$ cat src/rtl/axi_pkg.sv
// Shared AXI4 encodings and the fill-controller state type.
// Contents: burst/size/response encodings, init_state_t.
package axi_pkg;

    localparam logic [1:0] AXI_BURST_INCR  = 2'b01;
    localparam logic [2:0] AXI_SIZE_8B     = 3'b011;

    localparam logic [1:0] AXI_RESP_OKAY   = 2'b00;
    localparam logic [1:0] AXI_RESP_EXOKAY = 2'b01;
    localparam logic [1:0] AXI_RESP_SLVERR = 2'b10;
    localparam logic [1:0] AXI_RESP_DECERR = 2'b11;

    typedef enum logic [2:0] {
        IDLE,
        ADDR,
        DATA,
        RESP,
        DONE,
        ERR
    } init_state_t;

endpackage

$ cat src/rtl/axi_ram_init_ctrl.sv
// AXI4 write-only master that fills a RAM region with a constant pattern
// using fixed-length INCR bursts, one burst outstanding at a time.
// Ports:
//   clk, rst_n             clock, asynchronous active-low reset
//   i_start                start pulse (ignored while o_busy)
//   o_busy                 fill in progress
//   o_init_done/o_init_error  sticky completion status
//   o_aw*/i_awready        write address channel
//   o_w*/i_wready          write data channel
//   i_b*/o_bready          write response channel
module axi_ram_init_ctrl
    import axi_pkg::*;
#(
    parameter int unsigned ID_WIDTH   = 6,
    parameter logic [31:0] MEM_SIZE   = 32'h10000,
    parameter logic [31:0] BASE_ADDR  = 32'h0,
    parameter int unsigned BURST_LEN  = 16,
    parameter logic [63:0] FILL_DATA  = 64'h0,
    parameter bit          AUTO_START = 1'b1
) (
    input  logic                clk,
    input  logic                rst_n,
    input  logic                i_start,
    output logic                o_busy,
    output logic                o_init_done,
    output logic                o_init_error,
    output logic [ID_WIDTH-1:0] o_awid,
    output logic [31:0]         o_awaddr,
    output logic [7:0]          o_awlen,
    output logic [2:0]          o_awsize,
    output logic [1:0]          o_awburst,
    output logic                o_awvalid,
    input  logic                i_awready,
    output logic [63:0]         o_wdata,
    output logic [7:0]          o_wstrb,
    output logic                o_wlast,
    output logic                o_wvalid,
    input  logic                i_wready,
    input  logic [ID_WIDTH-1:0] i_bid,
    input  logic [1:0]          i_bresp,
    input  logic                i_bvalid,
    output logic                o_bready
);

    localparam logic [31:0] BurstBytes = 32'(BURST_LEN * 8);
    localparam logic [7:0]  LastBeat   = 8'(BURST_LEN - 1);
    localparam logic [31:0] EndAddr    = BASE_ADDR + MEM_SIZE;

    if (MEM_SIZE == 32'd0) begin : g_bad_size
        $error("axi_ram_init_ctrl: MEM_SIZE must be nonzero");
    end
    if (BURST_LEN < 1 || BURST_LEN > 256) begin : g_bad_len
        $error("axi_ram_init_ctrl: BURST_LEN must be 1..256");
    end
    if ((MEM_SIZE % BurstBytes) != 32'd0 || (BASE_ADDR % BurstBytes) != 32'd0) begin : g_bad_align
        $error("axi_ram_init_ctrl: MEM_SIZE/BASE_ADDR must be burst aligned");
    end

    init_state_t state_q, state_d;
    logic [31:0] addr_q, addr_d;
    logic [7:0]  beat_q, beat_d;
    logic        auto_q, auto_d;
    logic        trigger;
    logic        resp_ok;

    // auto_q is high only during the first cycle after reset release.
    assign trigger = i_start | (AUTO_START & auto_q);
    assign resp_ok = ((i_bresp == AXI_RESP_OKAY) || (i_bresp == AXI_RESP_EXOKAY)) &&
                     (i_bid == '0);

    always_comb begin
        state_d = state_q;
        addr_d  = addr_q;
        beat_d  = beat_q;
        auto_d  = 1'b0;
        unique case (state_q)
            IDLE, DONE, ERR: begin
                if (trigger) begin
                    state_d = ADDR;
                    addr_d  = BASE_ADDR;
                end
            end
            ADDR: begin
                if (i_awready) begin
                    state_d = DATA;
                    beat_d  = 8'd0;
                end
            end
            DATA: begin
                if (i_wready) begin
                    beat_d = beat_q + 8'd1;
                    if (beat_q == LastBeat) begin
                        state_d = RESP;
                    end
                end
            end
            RESP: begin
                if (i_bvalid) begin
                    if (!resp_ok) begin
                        state_d = ERR;
                    end else if (addr_q + BurstBytes == EndAddr) begin
                        state_d = DONE;
                    end else begin
                        addr_d  = addr_q + BurstBytes;
                        state_d = ADDR;
                    end
                end
            end
            default: state_d = IDLE;
        endcase
    end

    always_ff @(posedge clk or negedge rst_n) begin
        if (!rst_n) begin
            state_q <= IDLE;
            addr_q  <= 32'd0;
            beat_q  <= 8'd0;
            auto_q  <= 1'b1;
        end else begin
            state_q <= state_d;
            addr_q  <= addr_d;
            beat_q  <= beat_d;
            auto_q  <= auto_d;
        end
    end

    // Outputs decode from registered state only, so payload holds while stalled.
    assign o_busy       = (state_q == ADDR) || (state_q == DATA) || (state_q == RESP);
    assign o_init_done  = (state_q == DONE);
    assign o_init_error = (state_q == ERR);

    assign o_awid    = '0;
    assign o_awaddr  = addr_q;
    assign o_awlen   = LastBeat;
    assign o_awsize  = AXI_SIZE_8B;
    assign o_awburst = AXI_BURST_INCR;
    assign o_awvalid = (state_q == ADDR);

    assign o_wdata  = FILL_DATA;
    assign o_wstrb  = 8'hff;
    assign o_wvalid = (state_q == DATA);
    assign o_wlast  = (state_q == DATA) && (beat_q == LastBeat);

    assign o_bready = (state_q == RESP);

endmodule

$ cat config.mk
export PLATFORM = sky130hd
export DESIGN_NAME = axi_ram_init_ctrl
export DESIGN_NICKNAME = d
export VERILOG_FILES = /design/src/rtl/axi_pkg.sv /design/src/rtl/axi_ram_init_ctrl.sv
export SDC_FILE = /design/constraint.sdc
export NUM_CORES = 1
export LEC_CHECK = 0
export CAP_MARGIN = 20
export CORE_ASPECT_RATIO = 0.7
export CORE_UTILIZATION = 51
export DETAILED_ROUTE_END_ITERATION = 12
export DONT_BUFFER_PORTS = 1
export PLACE_DENSITY_LB_ADDON = 0.1
export SYNTH_ARGS = -nofsm -noshare
export SYNTH_HDL_FRONTEND = slang
export SYNTH_SLANG_ARGS = --single-unit
$ cat constraint.sdc
create_clock -name clk -period 6.1 [get_ports clk]
set_input_delay 0.305 -clock clk [delete_from_list [all_inputs] [get_ports clk]]
set_output_delay 0.305 -clock clk [all_outputs]
set_load 0.02 [all_outputs]
==> flow_summary_export.csv <==
group,metric,value,unit
worst_setup_path,cpMostUsedCell,"nand3_1",
worst_setup_path,cp_slowest_cell,"nor4_1",
final_layout,final_cell_mix,"99 x conb_1, 36 x dfrtp_1, 34 x nand2_1",
worst_setup_path,cp.arrival,4.11,ns
detailed_routing,via_per_inst,5.23,
yosys,avgSynthCellArea,8.42,um^2
sta,fin_crit_sh,0.643,
cts,ctsHtreeMaxLevel,2,
yosys,post_synth_fa_ha_maj_area_fraction,0.00788,
placement,portBuffers,0,
yosys,synthCells,377,
global_routing,grt_usage,0.200,
cts,clock_path_buffers,2,
global_routing,grt_max_degree,38,
worst_setup_path,path_max_fanout,25,
global_routing,use_met3,0.0522,
yosys,yosysTopAreaCell,"dfrtp_1",
yosys,yosysTopAreaCellShare,0.284,
detailed_routing,drt_iter0_drc,161,
floorplan,chipHeight,68.0,um
detailed_routing,drt_pre_antenna_iters,4,
placement,hpwl,4640,um
floorplan,die_x,96.3,um
sta,tightest_slew,1.08,ns
yosys,syn_area,3180,um^2
detailed_routing,wirelength,6290,um
final_layout,areaGrowthSynthToFinish,-6.34,%
global_routing,grt_pass1_wl,9910,um
worst_setup_path,r2r_end,"o_awaddr[7]",
sta,rsz0062_at_grt,"false",
run,max_cap_violations,0,
worst_setup_path,ff2ff_path_depth,8,
yosys,synth-xor-area-share,0.0331,
yosys,ys.warnings.count,0,
yosys,synth_enable_flop_cells,0,
cts,tritoncts,"done",
global_routing,grt_antenna_before_repair,0,
cts,cts_buffers,5,
sta,fin_skew,0.00968,ns
yosys,muxShareOfSynthArea,0.0225,
floorplan,fp-row-count,23,
sta,slew_headroom,0.270,
detailed_routing,postRouteAntennaNets,0,
yosys,synth_ff_type,"dfrtp_1",
floorplan,core_area,5870,um^2
sta,setup_viol,0,
worst_setup_path,start_kind,"flop",
pwr,leakage,1.37,nW
worst_setup_path,slowest_delay,1.00,ns
placement,dp_slack,2.23,ns
cts,clock_latency,0.30,ns
placement,place_congestion,0.825,
yosys,ys_types,54,
global_routing,gr-total-overflow,0,
yosys,synthSimpleGateAreaFrac,0.216,
cts,path_clk_slew,0.08,ns
outcome,status,"completed",
sta,setup_slack,2.18,ns
worst_setup_path,r2r_start,"o_awaddr[9]",
global_routing,grt_util_met1,0.303,
worst_setup_path,critPathLaunch,"o_awaddr[9]",
yosys,seq_area_frac_synth,0.292,
global_routing,grt.busiest_layer,"met1",
sta,maxSlewViolCount,0,
global_routing,grt_pass1_vias,1893,
worst_setup_path,r2r_setup_slack,2.18,ns
worst_setup_path,worst-setup-path-type,"flop to flop",
yosys,netlist_top_cells_area,"dfrtp_1 28%, buf_4 23%, nand2_1 4.0%",
sta,hold_violations,0,
worst_setup_path,cp-end-kind,"flop",
final_layout,final_common_cell,"conb_1",
detailed_routing,wl_per_cell,14.1,um
min_path,min_to,"state_q[2]",
sta,setup_tns,0,ns
worst_setup_path,cp_cell_sequence,"nand3_1 > nor4_1 > nand3_1 > mux2i_1 > nand4_2 > o21ai_4 > inv_1 > mux2_2",
final_layout,drive_gt1_frac,0.0645,
cts,root_buffer,"clkbuf_8",
global_routing,grt_util_met2,0.278,
yosys,async_reset_ff_frac,1.00,
floorplan,pin_count,144,
min_path,min_from,"i_start",
floorplan,die_area,6550,um^2
worst_setup_path,crit_required,6.29,ns
final_layout,antenna_cells,0,
pwr,peakVddDrop,0.118,mV
min_path,holdCritPathClass,"input port to flop",
sta,fmax,0.255,GHz
detailed_routing,vias,2340,
yosys,synth_compound_gate_area_share,0.159,
yosys,synth.ff_latch_count,37,
detailed_routing,drc,0,
cts,cts.sink_count,37,
sta,timing.final.crit_period,3.92,ns
final_layout,nNetsFinal,387,
pwr,power_density,251,nW/um^2
yosys,synth_top_family_by_area,"buffers and inverters",
floorplan,start_util,0.541,
min_path,holdPathStages,1,
[cells by family (layout without fill, tap and decap cells)]
group	after synthesis	count (layout)
flip-flops	37	37
AND/OR/NAND/NOR	126	126
other	2	99
adder cells (fa/ha/maj)	2	2
AO/OA/AOI/OAI	70	70
XOR/XNOR	12	12
multiplexers	7	7
buffers and inverters	121	19
[through the flow]
| stage | instances | total power [W] | area, um^2 | utilization | hold slack [ns] |
|---|---|---|---|---|---|
| floorplan | 474 | 0.000522 | 3540 | - | 0.00941 |
| global placement | 437 | 0.000513 | 2820 | 0.481 | 0.0107 |
| detailed placement | 437 | 0.000514 | 2820 | 0.481 | 0.0106 |
| CTS | 447 | 0.000750 | 2970 | 0.507 | 0.103 |
| global route | 447 | 0.000793 | 2970 | 0.507 | 0.110 |
| finish | 447 | 0.000746 | 2970 | 0.507 | 0.111 |
[timing repair]
item	in CTS	in global routing
gates resized for setup	0	0
hold buffers	2	0
endpoints found under the hold margin	37	0
buffers inserted	0	0
[worst max-delay path: cells and delay by family (launching register included)]
kind                   cells  cell delay (ns)
AND/OR/NAND/NOR            4             1.89
flip-flops                 1             0.63
AO/OA/AOI/OAI              1             0.61
multiplexers               2             0.53
buffers and inverters      1             0.13
[how the worst max path moves through the flow]
stage / to / slack, ns
floorplan: o_awaddr[21] / 3.15
global placement: o_awaddr[7] / 2.32
detailed placement: o_awaddr[7] / 2.23
CTS: o_awaddr[7] / 2.23
global route: o_awaddr[7] / 1.82
finish: o_awaddr[7] / 2.18
[Yosys cell counts, drive strengths merged, types with 6 or more instances]
cell	n
inv	8
clkbuf	6
buf	107
nor4	12
nand2	34
nand3	16
and3	10
o31ai	15
o21ai	15
o211ai	9
mux2i	6
xor2	7
a21oi	7
nand4	9
dfrtp	36
or3	6
nor2	15
[layer usage]
metal / wire [um] / vias to the layer above / part of all wire
li1: - / 1133 / -
met3: 520 / 7 / 0.083
met4: 53 / 0 / 0.0084
met2: 2540 / 106 / 0.40
met1: 3170 / 1094 / 0.50
met5: 0 / - / 0
[state kept, by name (all words and copies together), names as in the netlist]
register,cells
auto_q,1
beat_q,8
o_awaddr,25
state_q,3
[area by class of cell]
cell class	count	area [um^2]
Multi-Input combinational cell	316	1770
Timing Repair Buffer	3	37.5
Clock buffer	6	82.6
Inverter	8	30.0
Fill cell	592	2900
Clock inverter	2	37.5
Sequential cell	37	927
Tap cell	75	93.8
[power breakdown]
| group | total, W | switching (W) | internal, W |
|---|---|---|---|
| combinational | 0.000230 | 0.000177 | 0.0000525 |
| clock | 0.000227 | 0.0000940 | 0.000133 |
| sequential | 0.000289 | 0.0000262 | 0.000263 |
| total | 0.000746 | 0.000297 | 0.000449 |
(Power assumes the default switching activity.)
